===== src/rtl/ext_unit_pipe.sv =====
// Immediate/operand extension unit between decode and execute: zero/sign extend
// with optional fixed left shift, buffered by a two-entry skid (M drives out_*, S catches overflow).
module ext_unit_pipe #(
  parameter int unsigned AB = 11,
  parameter int unsigned DB = 16,
  parameter int unsigned SH = 2
) (
  input  logic          clk,
  input  logic          reset,
  input  logic          in_valid,
  output logic          in_ready,
  input  logic [AB-1:0] in_addr,
  input  logic [1:0]    in_mode,
  output logic          out_valid,
  input  logic          out_ready,
  output logic [DB-1:0] out_data,
  output logic          out_trunc
);

  localparam int unsigned MSB_IDX = DB - 1 - SH;
  localparam logic [DB-1:0] LO_MASK = DB'({AB{1'b1}});

  typedef struct packed {
    logic          trunc;
    logic [DB-1:0] data;
  } res_t;

  res_t m_q, m_d, s_q, s_d, res_c;
  logic m_valid_q, m_valid_d, s_valid_q, s_valid_d;
  logic [DB-1:0] ext_c;
  logic lost_z_c, lost_s_c;
  logic accept_c, fire_c;

  // Extension, shift and loss detection for the field currently offered.
  always_comb begin
    ext_c = DB'(in_addr);
    if (in_mode[0] && in_addr[AB-1]) begin
      ext_c = ext_c | ~LO_MASK;
    end
    lost_z_c = 1'b0;
    lost_s_c = 1'b0;
    for (int i = int'(DB - SH); i < int'(DB); i++) begin
      lost_z_c = lost_z_c | ext_c[i];
      lost_s_c = lost_s_c | (ext_c[i] ^ ext_c[MSB_IDX]);
    end
    res_c.data  = in_mode[1] ? (ext_c << SH) : ext_c;
    res_c.trunc = in_mode[1] & (in_mode[0] ? lost_s_c : lost_z_c);
  end

  assign accept_c = in_valid && !s_valid_q;
  assign fire_c   = m_valid_q && out_ready;

  // Skid buffer next-state; accept never coincides with S valid.
  always_comb begin
    m_d       = m_q;
    m_valid_d = m_valid_q;
    s_d       = s_q;
    s_valid_d = s_valid_q;
    if (fire_c) begin
      if (s_valid_q) begin
        m_d       = s_q;
        s_valid_d = 1'b0;
      end else begin
        m_valid_d = 1'b0;
      end
    end
    if (accept_c) begin
      if (!m_valid_q || fire_c) begin
        m_d       = res_c;
        m_valid_d = 1'b1;
      end else begin
        s_d       = res_c;
        s_valid_d = 1'b1;
      end
    end
  end

  always_ff @(posedge clk) begin
    if (reset) begin
      m_q       <= '0;
      m_valid_q <= 1'b0;
      s_q       <= '0;
      s_valid_q <= 1'b0;
    end else begin
      m_q       <= m_d;
      m_valid_q <= m_valid_d;
      s_q       <= s_d;
      s_valid_q <= s_valid_d;
    end
  end

  assign in_ready  = !s_valid_q;
  assign out_valid = m_valid_q;
  assign out_data  = m_q.data;
  assign out_trunc = m_q.trunc;

endmodule


===== config.mk =====
export PLATFORM = sky130hd
export DESIGN_NAME = ext_unit_pipe
export DESIGN_NICKNAME = d
export VERILOG_FILES = /design/src/rtl/ext_unit_pipe.sv
export SDC_FILE = /design/constraint.sdc
export NUM_CORES = 1
export LEC_CHECK = 0
export CAP_MARGIN = 20
export CORE_ASPECT_RATIO = 0.75
export CORE_MARGIN = 3
export CORE_UTILIZATION = 50
export DETAILED_ROUTE_END_ITERATION = 16
export HOLD_SLACK_MARGIN = 0.02
export PLACE_DENSITY = 0.79
export SETUP_SLACK_MARGIN = 0.1
export SLEW_MARGIN = 20
export SYNTH_ARGS = -nofsm -noshare
export SYNTH_HDL_FRONTEND = slang
export SYNTH_SLANG_ARGS = --single-unit

===== constraint.sdc =====
create_clock -name clk -period 1.71 [get_ports clk]
set_input_delay 0.342 -clock clk [delete_from_list [all_inputs] [get_ports clk]]
set_output_delay 0.342 -clock clk [all_outputs]
set_load 0.005 [all_outputs]

==> metrics.md <==
| Metric | Value |
|---|---|
| Peak supply drop | 0.4535 mV |
| Area grow syn2layout | 38.61% |
| Via count | 1470 |
| WP data arrival | 1.20 ns |
| All-Layer GR Usage | 0.2152 |
| Asr flop ratio synth | 0 |
| IO Port Bufs | 35 |
| Max FO, Critical Path | 7 |
| Reg area | 683.2 um2 |
| Crit path kind | reg2out |
| Int Power | 0.001375 W |
| Max incr delay on CP | 0.50 ns |
| Syn Area/Cell | 9.684 um2 |
| Yosys top cell by area | dfxtp_1 |
| Antenna Nets Post-Route | 0 |
| CTS Hold Bufs | 0 |
| Synth Register Bits | 34 |
| Post-synth top flop | dfxtp_1 |
| Routability cong. | 0.7892 |
| Clk_lat worst skew | 0.28 ns |
| Count leader, synth | dfxtp_1 |
| Final Max Slew Viols | 0 |
| Comb pwr share | 0.213 |
| Final setup viols | 0 |
| Static leakage | 0.8336 nW |
| Wire per inst | 15.91 um |
| Max Clk Rate | 0.6489 GHz |
| Grt total ovfl | 0 |
| First-pass GRT wire length | 6775 um |
| Yosys top cell area share | 0.4159 |
| Vias in the first global route | 1474 |
| Fin crit period | 1.541 ns |
| CP delay by family, top | buffers and inverters |
| Slew headroom | 0.7770 |
| Die area | 4003 um2 |
| TNS Setup | 0 ns |
| Placed Area | 2183 um2 |
| Filler instances | 211 |
| Synthesis warning total | 0 |
| Worst-Margin Slew | 0.3332 ns |
| Hold WS | 0.4796 ns |
| CP max stage cell | clkdlybuf4s50_1 |
| WL final | 4104 um |
| Most frequent cells after synthesis | dfxtp_1, nand2_1, nor2_1 |
| Synth top area cells | dfxtp_1, a311oi_2, mux2i_1 |
| RSZ-0062 raised after global routing | no |
| Post-synth cell types | 27 |
| CTS tree | yes |
| Sw power | 0.0004607 W |
| Synthesized instance count | 169 |
| Final core occ | 0.7458 |
| Clk pwr share | 0.312 |
| Share of post-route cells with drive strength above 1 | 0.2545 |
| Clock sink total | 34 |
| Max-cap violations | 0 |
| Die Y | 55.55 um |
| Flop pwr share | 0.475 |
| CP Data Required Time | 1.37 ns |
| Layout Nets | 238 |
| Die W | 72.06 um |
| Synthesized Nets | 186 |
| Drt pass-1 iters | 4 |
| # diodes | 0 |
| H-tree depth | 2 |
| Post-synth EDFFs | 0 |
| Largest net degree at the start of global routing | 35 |
| Sequential fraction of the synthesis area | 0.4159 |
| CTS Buf Count | 5 |
| Critical Path, Cell by Cell | inv_1 -> clkdlybuf4s50_1 |
| DRC viols | 0 |
| Multi-input logic area | 857.1 um2 |
| Starting Density | 0.5381 |
| Clock buffer depth | 2 |
| Initial antenna violation count | 0 |
| Num ports | 36 |
| Worst setup EP type | primary output |
| Drt via density | 5.698 |
| Startpoint types | register |
| DP HPWL | 2965 um |
| Core box area | 3042 um2 |
| CP bufs+invs | 2 |
| Switch share | 0.2509 |
| Hold Vio Cnt, Final | 0 |
| Post-Syn Area | 1637 um2 |
| Root Buffer | clkbuf_8 |
| Post-CTS setup buffer count | 0 |
| Period Utilization, post-route | 0.9011 |
| Hold WC Path Type | reg2reg |
| DRT iter0 DRCs | 85 |
| Post-route cell area | 2268 um2 |
| Status | finished clean |
| Reg2Reg Setup Slack | 0.41 ns |
| Clock-pin transition on the worst setup and hold timing paths | 0.06 ns |
| PwrDens | 809.4 nW/um2 |
| Row count | 17 |
| Fin Clk Skew | 0.007316 ns |
## state kept, by name (all words and copies together) (netlist names)
| register | flops |
|---|---|
| out_valid | 1 |
| out_data | 16 |
| s_q | 15 |
| out_trunc | 1 |
| s_valid_q | 1 |
## worst min-delay path, cell delays in order (launching register included)
cell and delay, ns:
dfxtp_1 0.30, nand2_1 0.05, a221oi_1 0.07
## routing by layer
layer	GRT usage	up-vias	wire length, um
li1	-	710	-
met1	0.2747	706	1878
met2	0.3437	46	1953
met3	0.05636	8	211
met4	0.08311	0	61
met5	0	-	0
## placed cells by master (no fill, tap or decap), types with 6 or more instances in the layout
cell type,n
a311oi_2,10
dfxtp_1,32
clkbuf_8,6
nor3b_1,10
clkdlybuf4s50_1,35
a211oi_2,8
nand2_1,30
buf_4,24
mux2i_1,13
nor2_1,14
## area by class of cell
cell class,count,area share
Sequential cell,34,0.3012
Timing Repair Buffer,62,0.2603
Inverter,2,0.003309
Clock buffer,6,0.03640
Tap cell,38,0.02096
Multi-Input combinational cell,116,0.3778
## through the flow
stage | cells | total power [W] | worst slack, ns
2_1_floorplan | 169 | 0.001078 | 0.3578
3_3_place_gp | 252 | 0.001263 | -0.04767
3_5_place_dp | 252 | 0.001276 | -0.09897
4_1_cts | 258 | 0.001848 | 0.1534
5_1_grt | 258 | 0.001915 | 0.1070
6_report | 258 | 0.001836 | 0.1690
## logic make-up after synthesis
logic type | after synthesis | synth area share
multiplexers | 13 | 0.07951
buffers and inverters | 19 | 0.06957
AND/OR/NAND/NOR | 68 | 0.2041
flip-flops | 34 | 0.4159
AO/OA/AOI/OAI | 35 | 0.2309
## power groups by stage
stage | clock network (W) | registers (W) | logic, W
floorplan | 0 | 0.000886 | 0.000192
global placement | 0 | 0.000885 | 0.000377
detailed placement | 0 | 0.000887 | 0.000389
CTS | 0.000584 | 0.000872 | 0.000392
global route | 0.000619 | 0.000878 | 0.000418
finish | 0.000573 | 0.000872 | 0.000391
## final timing paths
check	depth (start not counted)	to	startpoint
setup reg to reg	5	out_data[5]	out_valid
hold / removal	2	out_data[11]	out_data[11]
hold reg to reg	2	out_data[11]	out_data[11]
setup / recovery	2	in_ready	s_valid_q
## timing repair
item	4_1_cts	5_1_grt
pin swaps	0	1
endpoints found under the setup margin	2	1
gates cloned	0	0
resized for setup	2	0
Power figures use the tool's default switching activity.
